## src/rtl/cache_pkg.sv

```systemverilog
// Shared definitions for the direct-mapped write-back cache: default geometry,
// derived field widths and the controller state encoding.
package cache_pkg;

    localparam int C_BLOCK_SIZE = 2;
    localparam int C_LINE_SIZE  = 32;
    localparam int ADDRESS_SIZE = 32;
    localparam int C_INDEX_SIZE = 3;

    function automatic int line_width(input int block_size, input int word_w);
        return (2 ** block_size) * word_w;
    endfunction

    function automatic int tag_width(input int addr_w, input int index_w, input int block_size);
        return addr_w - index_w - block_size - 2;
    endfunction

    function automatic int mem_addr_width(input int addr_w, input int block_size);
        return addr_w - block_size - 2;
    endfunction

    localparam int LINE_W     = line_width(C_BLOCK_SIZE, C_LINE_SIZE);
    localparam int TAG_W      = tag_width(ADDRESS_SIZE, C_INDEX_SIZE, C_BLOCK_SIZE);
    localparam int MEM_ADDR_W = mem_addr_width(ADDRESS_SIZE, C_BLOCK_SIZE);
    localparam int NUM_LINES  = 2 ** C_INDEX_SIZE;

    typedef enum logic [1:0] {
        IDLE      = 2'd0,
        WRITEBACK = 2'd1,
        FETCH     = 2'd2,
        UPDATE    = 2'd3
    } cache_state_t;

endpackage

```

## src/rtl/cache_line_store.sv

```systemverilog
// Line storage for the cache: data, tag, valid and dirty per line. One write
// port (word write or whole-line fill) and a combinational read port.
module cache_line_store
    import cache_pkg::*;
#(
    parameter int INDEX_W  = C_INDEX_SIZE,
    parameter int TAG_BITS = TAG_W,
    parameter int WORD_W   = C_LINE_SIZE,
    parameter int OFFSET_W = C_BLOCK_SIZE,
    parameter int LINE_BITS = line_width(OFFSET_W, WORD_W)
) (
    input  logic                 clk,
    input  logic                 rst_n,
    input  logic [INDEX_W-1:0]   rd_index,
    output logic [LINE_BITS-1:0] rd_line,
    output logic [TAG_BITS-1:0]  rd_tag,
    output logic                 rd_valid,
    output logic                 rd_dirty,
    input  logic                 wr_en,
    input  logic                 wr_fill,
    input  logic [INDEX_W-1:0]   wr_index,
    input  logic [OFFSET_W-1:0]  wr_offset,
    input  logic [WORD_W-1:0]    wr_word,
    input  logic [LINE_BITS-1:0] wr_line,
    input  logic [TAG_BITS-1:0]  wr_tag
);

    localparam int LINES = 2 ** INDEX_W;

    logic [LINE_BITS-1:0] data_q  [LINES];
    logic [TAG_BITS-1:0]  tag_q   [LINES];
    logic [LINES-1:0]     valid_q;
    logic [LINES-1:0]     dirty_q;

    // Data and tags survive reset; only the status bits are cleared.
    always_ff @(posedge clk) begin
        if (wr_en) begin
            if (wr_fill) begin
                data_q[wr_index] <= wr_line;
                tag_q[wr_index]  <= wr_tag;
            end else begin
                data_q[wr_index][int'(wr_offset) * WORD_W +: WORD_W] <= wr_word;
            end
        end
    end

    always_ff @(posedge clk or negedge rst_n) begin
        if (!rst_n) begin
            valid_q <= '0;
            dirty_q <= '0;
        end else if (wr_en) begin
            if (wr_fill) begin
                valid_q[wr_index] <= 1'b1;
                dirty_q[wr_index] <= 1'b0;
            end else begin
                dirty_q[wr_index] <= 1'b1;
            end
        end
    end

    assign rd_line  = data_q[rd_index];
    assign rd_tag   = tag_q[rd_index];
    assign rd_valid = valid_q[rd_index];
    assign rd_dirty = dirty_q[rd_index];

endmodule

```

## src/rtl/dm_cache_ctrl.sv

```systemverilog
// Direct-mapped write-back, write-allocate cache controller. Hits complete in the
// request cycle; misses write back a dirty victim, refill the line, then retry.
module dm_cache_ctrl
    import cache_pkg::*;
#(
    parameter int c_block_size = C_BLOCK_SIZE,
    parameter int c_line_size  = C_LINE_SIZE,
    parameter int address_size = ADDRESS_SIZE,
    parameter int c_index_size = C_INDEX_SIZE
) (
    input  logic                                                c_clk_i,
    input  logic                                                c_reset_n_i,
    input  logic                                                c_read_i,
    input  logic                                                c_wr_i,
    input  logic [address_size-1:0]                             c_addr_i,
    input  logic [c_line_size-1:0]                              c_wr_data_i,
    output logic [c_line_size-1:0]                              c_read_data_o,
    output logic                                                c_busywait_o,
    output logic                                                c_mem_read_o,
    output logic                                                c_mem_wr_o,
    output logic [mem_addr_width(address_size, c_block_size)-1:0] c_mem_addr_o,
    output logic [line_width(c_block_size, c_line_size)-1:0]    c_mem_wr_data_o,
    input  logic [line_width(c_block_size, c_line_size)-1:0]    c_mem_read_data_i,
    input  logic                                                c_mem_busywait_i
);

    localparam int LINE_BITS = line_width(c_block_size, c_line_size);
    localparam int TAG_BITS  = tag_width(address_size, c_index_size, c_block_size);
    localparam int IDX_LSB   = c_block_size + 2;
    localparam int TAG_LSB   = c_index_size + c_block_size + 2;

    cache_state_t state;
    logic         started;

    logic [TAG_BITS-1:0]     req_tag;
    logic [c_index_size-1:0] req_index;
    logic [c_block_size-1:0] req_offset;
    logic                    unused_byte_off;

    logic [TAG_BITS-1:0]     lat_tag;
    logic [c_index_size-1:0] lat_index;
    logic [LINE_BITS-1:0]    fill_line;

    logic [LINE_BITS-1:0]    rd_line;
    logic [TAG_BITS-1:0]     rd_tag;
    logic                    rd_valid;
    logic                    rd_dirty;

    logic                    request;
    logic                    hit;
    logic                    miss;
    logic                    mem_done;

    logic                    st_wr_en;
    logic                    st_wr_fill;
    logic [c_index_size-1:0] st_wr_index;

    assign req_tag         = c_addr_i[address_size-1:TAG_LSB];
    assign req_index       = c_addr_i[TAG_LSB-1:IDX_LSB];
    assign req_offset      = c_addr_i[IDX_LSB-1:2];
    assign unused_byte_off = ^c_addr_i[1:0];

    assign request  = c_read_i || c_wr_i;
    assign hit      = rd_valid && (rd_tag == req_tag);
    assign miss     = request && !hit;
    assign mem_done = started && !c_mem_busywait_i;

    // Stall is combinational so a miss is flagged in the very cycle it is presented.
    assign c_busywait_o  = c_reset_n_i && ((state != IDLE) || miss);
    assign c_read_data_o = (state == IDLE && c_read_i && hit)
                         ? rd_line[int'(req_offset) * c_line_size +: c_line_size]
                         : '0;

    assign st_wr_fill  = (state == UPDATE);
    assign st_wr_en    = st_wr_fill || (state == IDLE && c_wr_i && hit);
    assign st_wr_index = st_wr_fill ? lat_index : req_index;

    cache_line_store #(
        .INDEX_W  (c_index_size),
        .TAG_BITS (TAG_BITS),
        .WORD_W   (c_line_size),
        .OFFSET_W (c_block_size),
        .LINE_BITS(LINE_BITS)
    ) u_store (
        .clk      (c_clk_i),
        .rst_n    (c_reset_n_i),
        .rd_index (req_index),
        .rd_line  (rd_line),
        .rd_tag   (rd_tag),
        .rd_valid (rd_valid),
        .rd_dirty (rd_dirty),
        .wr_en    (st_wr_en),
        .wr_fill  (st_wr_fill),
        .wr_index (st_wr_index),
        .wr_offset(req_offset),
        .wr_word  (c_wr_data_i),
        .wr_line  (fill_line),
        .wr_tag   (lat_tag)
    );

    // Miss bookkeeping and line buffers carry no reset; they are always written before use.
    always_ff @(posedge c_clk_i) begin
        if (state == IDLE && miss) begin
            lat_tag         <= req_tag;
            lat_index       <= req_index;
            c_mem_wr_data_o <= rd_line;
        end
        if (state == FETCH && mem_done) begin
            fill_line <= c_mem_read_data_i;
        end
    end

    always_ff @(posedge c_clk_i or negedge c_reset_n_i) begin
        if (!c_reset_n_i) begin
            state        <= IDLE;
            started      <= 1'b0;
            c_mem_read_o <= 1'b0;
            c_mem_wr_o   <= 1'b0;
            c_mem_addr_o <= '0;
        end else begin
            case (state)
                IDLE: begin
                    if (miss) begin
                        started <= 1'b0;
                        if (rd_valid && rd_dirty) begin
                            state        <= WRITEBACK;
                            c_mem_wr_o   <= 1'b1;
                            c_mem_addr_o <= {rd_tag, req_index};
                        end else begin
                            state        <= FETCH;
                            c_mem_read_o <= 1'b1;
                            c_mem_addr_o <= {req_tag, req_index};
                        end
                    end
                end
                // The request is withdrawn once memory shows busy; the falling busy ends it.
                WRITEBACK: begin
                    if (!started) begin
                        if (c_mem_busywait_i) begin
                            started    <= 1'b1;
                            c_mem_wr_o <= 1'b0;
                        end
                    end else if (!c_mem_busywait_i) begin
                        state        <= FETCH;
                        started      <= 1'b0;
                        c_mem_read_o <= 1'b1;
                        c_mem_addr_o <= {lat_tag, lat_index};
                    end
                end
                FETCH: begin
                    if (!started) begin
                        if (c_mem_busywait_i) begin
                            started      <= 1'b1;
                            c_mem_read_o <= 1'b0;
                        end
                    end else if (!c_mem_busywait_i) begin
                        state   <= UPDATE;
                        started <= 1'b0;
                    end
                end
                UPDATE: begin
                    state <= IDLE;
                end
                default: begin
                    state <= IDLE;
                end
            endcase
        end
    end

endmodule

```

## config.mk

```make
export PLATFORM = sky130hd
export DESIGN_NAME = dm_cache_ctrl
export DESIGN_NICKNAME = d
export VERILOG_FILES = /design/src/rtl/cache_pkg.sv /design/src/rtl/cache_line_store.sv /design/src/rtl/dm_cache_ctrl.sv
export SDC_FILE = /design/constraint.sdc
export NUM_CORES = 1
export LEC_CHECK = 0
export ABC_CLOCK_PERIOD_IN_PS = 7200
export CELL_PAD_IN_SITES_DETAIL_PLACEMENT = 0
export CELL_PAD_IN_SITES_GLOBAL_PLACEMENT = 1
export CORE_MARGIN = 2
export CORE_UTILIZATION = 50
export DETAILED_ROUTE_END_ITERATION = 8
export GPL_TIMING_DRIVEN = 0
export PLACE_DENSITY = 0.79
export SLEW_MARGIN = 20
export SYNTH_ARGS = -nofsm -noshare
export SYNTH_HDL_FRONTEND = slang
export SYNTH_SLANG_ARGS = --single-unit
```

## constraint.sdc

```tcl
create_clock -name c_clk_i -period 7.2 [get_ports c_clk_i]
set_input_delay 2.16 -clock c_clk_i [delete_from_list [all_inputs] [get_ports c_clk_i]]
set_output_delay 2.16 -clock c_clk_i [all_outputs]
set_load 0.01 [all_outputs]
```

# After elaboration in Yosys (flattened, before gate mapping)
# Memory sizes are Yosys's and may differ from the RTL's.
# Cells that the tools add are included.
# W data, S select, Z words.
dict set report word_totals {
  regBits 333
  ramBits 1224
  in_bits 197
  output_inout_bits 191
  word_cells 364
  n_memories 2
}
dict set report classes {
  add_sub_neg 1
  order_cmp 3
  n_eq_ne 15
  shift 3
  muxes 168
  bitwise 132
  n_reduce_logical 29
}
# name depth width rd rd_clocked_by_memory_dff write_ports line_no
set memory_table {}
lappend memory_table {u_store.data_q 8 128 1 0 1 cache_line_store.sv:30} ;# logic [LINE_BITS-1:0] data_q [LINES];
lappend memory_table {u_store.tag_q 8 25 1 0 1 cache_line_store.sv:31} ;# logic [TAG_BITS-1:0] tag_q [LINES];
# operator count
set ops {}
lappend ops {{$mux W1} 146}
lappend ops {{$mux W128} 1}
lappend ops {{$or A1 B1 Y1} 128}
lappend ops {{$shift A32 B33 Y128 const A} 1}
lappend ops {{$shiftx A128 B8 Y32} 1}
lappend ops {{$shiftx A32 B33 Y128} 1}
lappend ops {{$mux W28} 4}
lappend ops {{$pmux W28 S2} 1}
lappend ops {{$neg A7 Y33} 1}
lappend ops {{$mux W32} 1}
lappend ops {{$eq A25 B25 Y1} 1}
lappend ops {{$ne A2 B2 Y1 const B} 10}
lappend ops {{$or A8 B8 Y8} 2}
lappend ops {{$logic_and A1 B1 Y1} 12}
lappend ops {{$mux W2} 6}
lappend ops {{$reduce_and A5 Y1} 2}
lappend ops {{$and A8 B8 Y8} 1}
lappend ops {{$lt A3 B4 Y1 const B} 2}
lappend ops {{$mux W8} 1}
lappend ops {{$not A8 Y8} 1}
lappend ops {{$pmux W2 S4} 1}
lappend ops {{$reduce_and A7 Y1} 1}
lappend ops {{$bmux W1 S3} 2}
lappend ops {{$reduce_bool A2 Y1} 3}
lappend ops {{15 further kinds} 21}

# Logic depth before layout (Yosys ltp)
dict set report logic_depth {
  depth_word 9
  mapped_depth 14
  depth_no_buf 8
}

# Hierarchy
# A second synthesis with hierarchy kept.
dict set report hier_totals {
  hier_cells 2732
  hier_area_um2 60725.7
}
# module n_inst cells_per_inst area_per_inst_um2 seq_area_each_um2
set by_module_without_submodules {}
lappend by_module_without_submodules {cache_line_store 1 2085 48854.4 37155.6}
lappend by_module_without_submodules {dm_cache_ctrl 1 647 11871.4 9354.0}

# Worst setup path before layout
# No wires, ideal clock.
dict set report synth_path {
  path_kind {in2reg}
  from {in c_addr_i[6]}
  to {reg c_mem_wr_data_o[0], enable pin}
  setup_time_ns 0.535
  arrival_time_ns 7.563
  required_time_ns 6.665
  slack_ns -0.898
  stages 10
  n_path_buf 3
  cell_sequence {buf_2 > buf_2 > clkbuf_1 > mux4_2 > mux2i_1 > xor2_1 > and2_1 > nand4_1 > or4_1 > and3_1}
}
dict set report synth_via {
  elab_chain_len 6
  word_cells_on_any_way 8
  cone_classes {eq/ne: 1; mux: 2; reduce/logical: 4; memory: 1}
}
# item line_no
set synth_lines {}
lappend synth_lines {{start: declaration} dm_cache_ctrl.sv:15} ;# input logic [address_size-1:0] c_addr_i,
lappend synth_lines {{$mem_v2 Z8 W25 or $bmux W1 S3 (tied branches)} -}
lappend synth_lines {{$eq A25 B25 Y1 or $mux W1 (tied branches)} {dm_cache_ctrl.sv:64, cache_line_store.sv:63}}
lappend synth_lines {{$logic_and A1 B1 Y1 (*)} dm_cache_ctrl.sv:64} ;# assign hit = rd_valid && (rd_tag == req_tag);
lappend synth_lines {{$logic_not A1 Y1 (*)} dm_cache_ctrl.sv:65} ;# assign miss = request && !hit;
lappend synth_lines {{$logic_and A1 B1 Y1 (*)} dm_cache_ctrl.sv:65}
lappend synth_lines {{$logic_and A1 B1 Y1 (*)} dm_cache_ctrl.sv:103} ;# if (state == IDLE && miss) begin
lappend synth_lines {{end signal: assignment} dm_cache_ctrl.sv:106} ;# c_mem_wr_data_o <= rd_line;
lappend synth_lines {{end: declaration} dm_cache_ctrl.sv:22} ;# output logic [line_width(c_block_size, c_line_size)-1:0] c_mem_wr_data_o,
# Mark *: on every way between the ends. The rest lies on a longest branch, timed or not. The select of a mux whose other input is x is not followed.
# A chain may end at the register's enable or synchronous reset.

# Worst setup path in the final report
dict set report layout_path {
  from {in c_addr_i[4]}
  to {out c_read_data_o[27]}
}
dict set report layout_via {
  elab_chain_len 5
  word_cells_on_any_way 9
  cone_classes {eq/ne: 1; shift: 1; mux: 3; reduce/logical: 2; memory: 2}
}
# item line_no
set layout_lines {}
lappend layout_lines {{parallel branches: the longest is 4 deep, another holds $mem_v2 Z8 W128} -}
lappend layout_lines {{$mux W32 (*)} dm_cache_ctrl.sv:71} ;# ? rd_line[int'(req_offset) * c_line_size +: c_line_size]
lappend layout_lines {{end: declaration} dm_cache_ctrl.sv:17} ;# output logic [c_line_size-1:0] c_read_data_o,
# Every way passes the cells marked *. The select of a mux whose other input is x is not followed.

==> results.json <==
{
  "critical_path_class": "in2out",
  "crit_required_ns": 5.04,
  "initial_core_util_pct": 50.5,
  "cts_inserted_buffers": 158,
  "cts-root-buf": "clkbuf_16",
  "dp_hpwl_um": 134000,
  "synth-simple-area-share_pct": 3.99,
  "die_w_um": 355,
  "ant_nets": 0,
  "status": "finished with violations",
  "areaGrowthSynthToFinish_pct": 24.1,
  "async_flop_share_pct": 3.15,
  "cap_violations": 0,
  "drive_gt1_share_pct": 25.7,
  "timing.final.crit_period_ns": 7.36,
  "grt_overflow_total": 0,
  "clockBufferDepth": 3,
  "setup-violations-final": 32,
  "gp_congestion": 0.934,
  "fillers": 8394,
  "p_per_area_nw_per_um2": 309,
  "grt_pass1_vias": 34000,
  "synth_top_family_by_area": "multiplexers",
  "synth_mux_area_share_pct": 15.8,
  "cp_max_fo": 10,
  "total_power_mw": 23.7,
  "synthXorXnorAreaFrac_pct": 0.114,
  "syn_nets": 3431,
  "min_path_type": "reg2reg",
  "vias_per_cell": 6.20,
  "hold_buffers": 0,
  "rows": 128,
  "cts_tree": "yes",
  "seq_area_frac_synth_pct": 75.4,
  "htree_levels": 4,
  "final_cells": 5655,
  "min_period_over_period_pct": 102,
  "die-area_um2": 126000,
  "rsz0062_at_grt": "yes",
  "io_pins": 388,
  "slew_headroom_pct": 15.5,
  "placed_cells": 5330,
  "synth_compound_area_share_pct": 2.42,
  "crit_arrival_ns": 5.20,
  "grt_pass1_wl_um": 260000,
  "port_buffers": 385,
  "synth-adder-area-share_pct": 0.203,
  "fp.dieH_um": 355,
  "wirelength_um": 188000,
  "leakage_nw": 26.4,
  "grt_usage_pct": 29.8,
  "layout.nets": 4099,
  "antenna_found_initial": 25,
  "synth_ff_type": "edfxtp_1",
  "yosysWarningCount": 0,
  "final.setup.worst_slack_ns": -0.160,
  "start_kind": "input pin",
  "cp-end-kind": "primary output",
  "dr.pass1.iters": 5,
  "cts_num_sinks": 1557,
  "drv_slew": 0,
  "failed_checks": "negative setup slack",
  "routedWlPerCell_um": 33.3,
  "syn_avg_cell_area_um2": 19.1,
  "syn_inst": 3224,
  "first_iter_violations": 5384,
  "drcViolationCount": 0,
  "worstMarginPinSlew_ns": 1.27,
  "dr_total_vias": 35100,
  "finClkSkew_ns": 0.0362,
  "max-vdd-ir-drop_v": 0.000264,
  "max_freq_mhz": 136,
  "hold_violations": 0,
  "synth-edff-count": 1508,
  "fp.coreArea_um2": 122000,
  "clkTransAtPathRegs_ns": 0.06,
  "fin_util_pct": 62.7,
  "ys_types": 62,
  "syn_area_um2": 61700,
  "grt_max_degree": 51,
  "insertion_delay_ns": 0.79,
  "synth_seq_cells": 1557
}
==> critical path, cell delays in order <==
cell and delay, ns:
buf_16 0.11, buf_12 0.14, buf_4 0.23, mux2i_1 0.24, a22o_1 0.28, nor3_1 0.12, nor4_2 0.32, nand4_1 0.22
nor4_4 0.43, nand3_4 0.12, buf_12 0.19, buf_16 0.16, a21oi_4 0.28, buf_6 0.16
==> where the power goes <==
part	switching, mW	total (mW)	internal [mW]
combinational	2.32	3.86	1.55
clock	3.57	8.27	4.71
sequential	0.364	11.6	11.2
==> through the flow <==
step / hold slack, ns / TNS [ns] / setup WS, ns / instance area, um^2
after CTS: 0.464 / -6.85 / -0.267 / 76200
final: 0.460 / -2.52 / -0.160 / 76600
after detailed placement: 0.449 / -1356.05 / -3.11 / 70000
after floorplan: 0.434 / -112.53 / -0.220 / 61700
after global routing: 0.486 / -4.67 / -0.237 / 76600
after global placement: 0.447 / -5508.84 / -5.75 / 67600
==> synth_stat cells, drive strengths merged, types with 49 or more instances <==
library cell	n	area [um^2]
or3	70	438
buf	73	455
clkbuf	91	342
nand2	160	601
mux2	129	1450
edfxtp	1508	45300
mux4	274	6170
a21oi	65	325
inv	139	522
dfrtp	49	1230
mux2i	211	2120
nor2	165	619
==> timing repair <==
action                     CTS  global route
resized for setup          411            62
pin swaps                   11            19
cloned                       1             2
buffers inserted            15            11
setup endpoints to repair  540            33
==> flip-flops by register name, indices dropped and copies added (netlist names), named ones only <==
signal,cells
lat_tag,25
lat_index,3
state,2
c_mem_read_o,1
u_store.tag_q,200
c_mem_wr_data_o,128
u_store.valid_q,8
started,1
c_mem_addr_o,28
u_store.data_q,1024
fill_line,128
c_mem_wr_o,1
==> cell families (layout without fill, tap and decap cells) <==
logic type / after synthesis / count (layout)
DFF: 1557 / 1557
other: 0 / 9
xor gates and xnor gates: 8 / 8
muxes: 614 / 614
buffers and inverters: 303 / 1100
and+or+nand+nor: 517 / 517
adders and majority gates: 10 / 10
AOI/OAI and AO/OA: 215 / 215
==> area by class of cell <==
type	instances	area (um^2)	area share [%]
inverters	139	522	0.681
well taps	1625	2030	2.65
multi-input cells	1364	15000	19.5
clock buffers	194	4170	5.45
diodes	9	22.5	0.0294
clock inverters	95	1040	1.35
flip-flops and latches	1557	46500	60.7
plain buffers	162	1230	1.61
repair buffers	510	6110	7.98
==> path summary, 6_finish.rpt <==
check	from	to	slack (ns)	depth (start not counted)
max in group asynchronous	c_reset_n_i	asynchronous set/reset pin	5.25	1
min reg2reg	u_store.valid_q[6]	u_store.valid_q[6]	0.46	1
min	u_store.valid_q[6]	u_store.valid_q[6]	0.46	1
max	c_addr_i[4]	c_read_data_o[27]	-0.16	14
max reg2reg	u_store.tag_q[2][0]	u_store.data_q[7][57]	2.30	11
min in group asynchronous	c_reset_n_i	c_mem_addr_o[26]	1.43	1
==> layer usage <==
| layer | global-route usage (%) | share of wire (%) | wire length [um] | vias to the layer above |
|---|---|---|---|---|
| met2 | 43.6 | 44 | 83800 | 2438 |
| met3 | 9.14 | 13 | 24400 | 464 |
| li1 | - | - | - | 14200 |
| met5 | 0.453 | 0.11 | 204 | - |
| met4 | 14.2 | 5.4 | 10200 | 20 |
| met1 | 41.0 | 37 | 69700 | 18000 |
==> cells in the final DEF (no fill, tap or decap), types with 43 or more instances in the layout <==
cell and n:
clkbuf_1 72, dfrtp_1 49, edfxtp_1 1508, mux4_2 274, mux2_2 129, nand2_1 160, inv_1 139, a22o_1 43
or3_1 69, clkbuf_16 163, buf_16 60, clkdlybuf4s50_1 348, buf_4 55, mux2i_1 204, buf_6 55, nor2_1 160
Note: power is estimated with default switching activity, not from simulation.
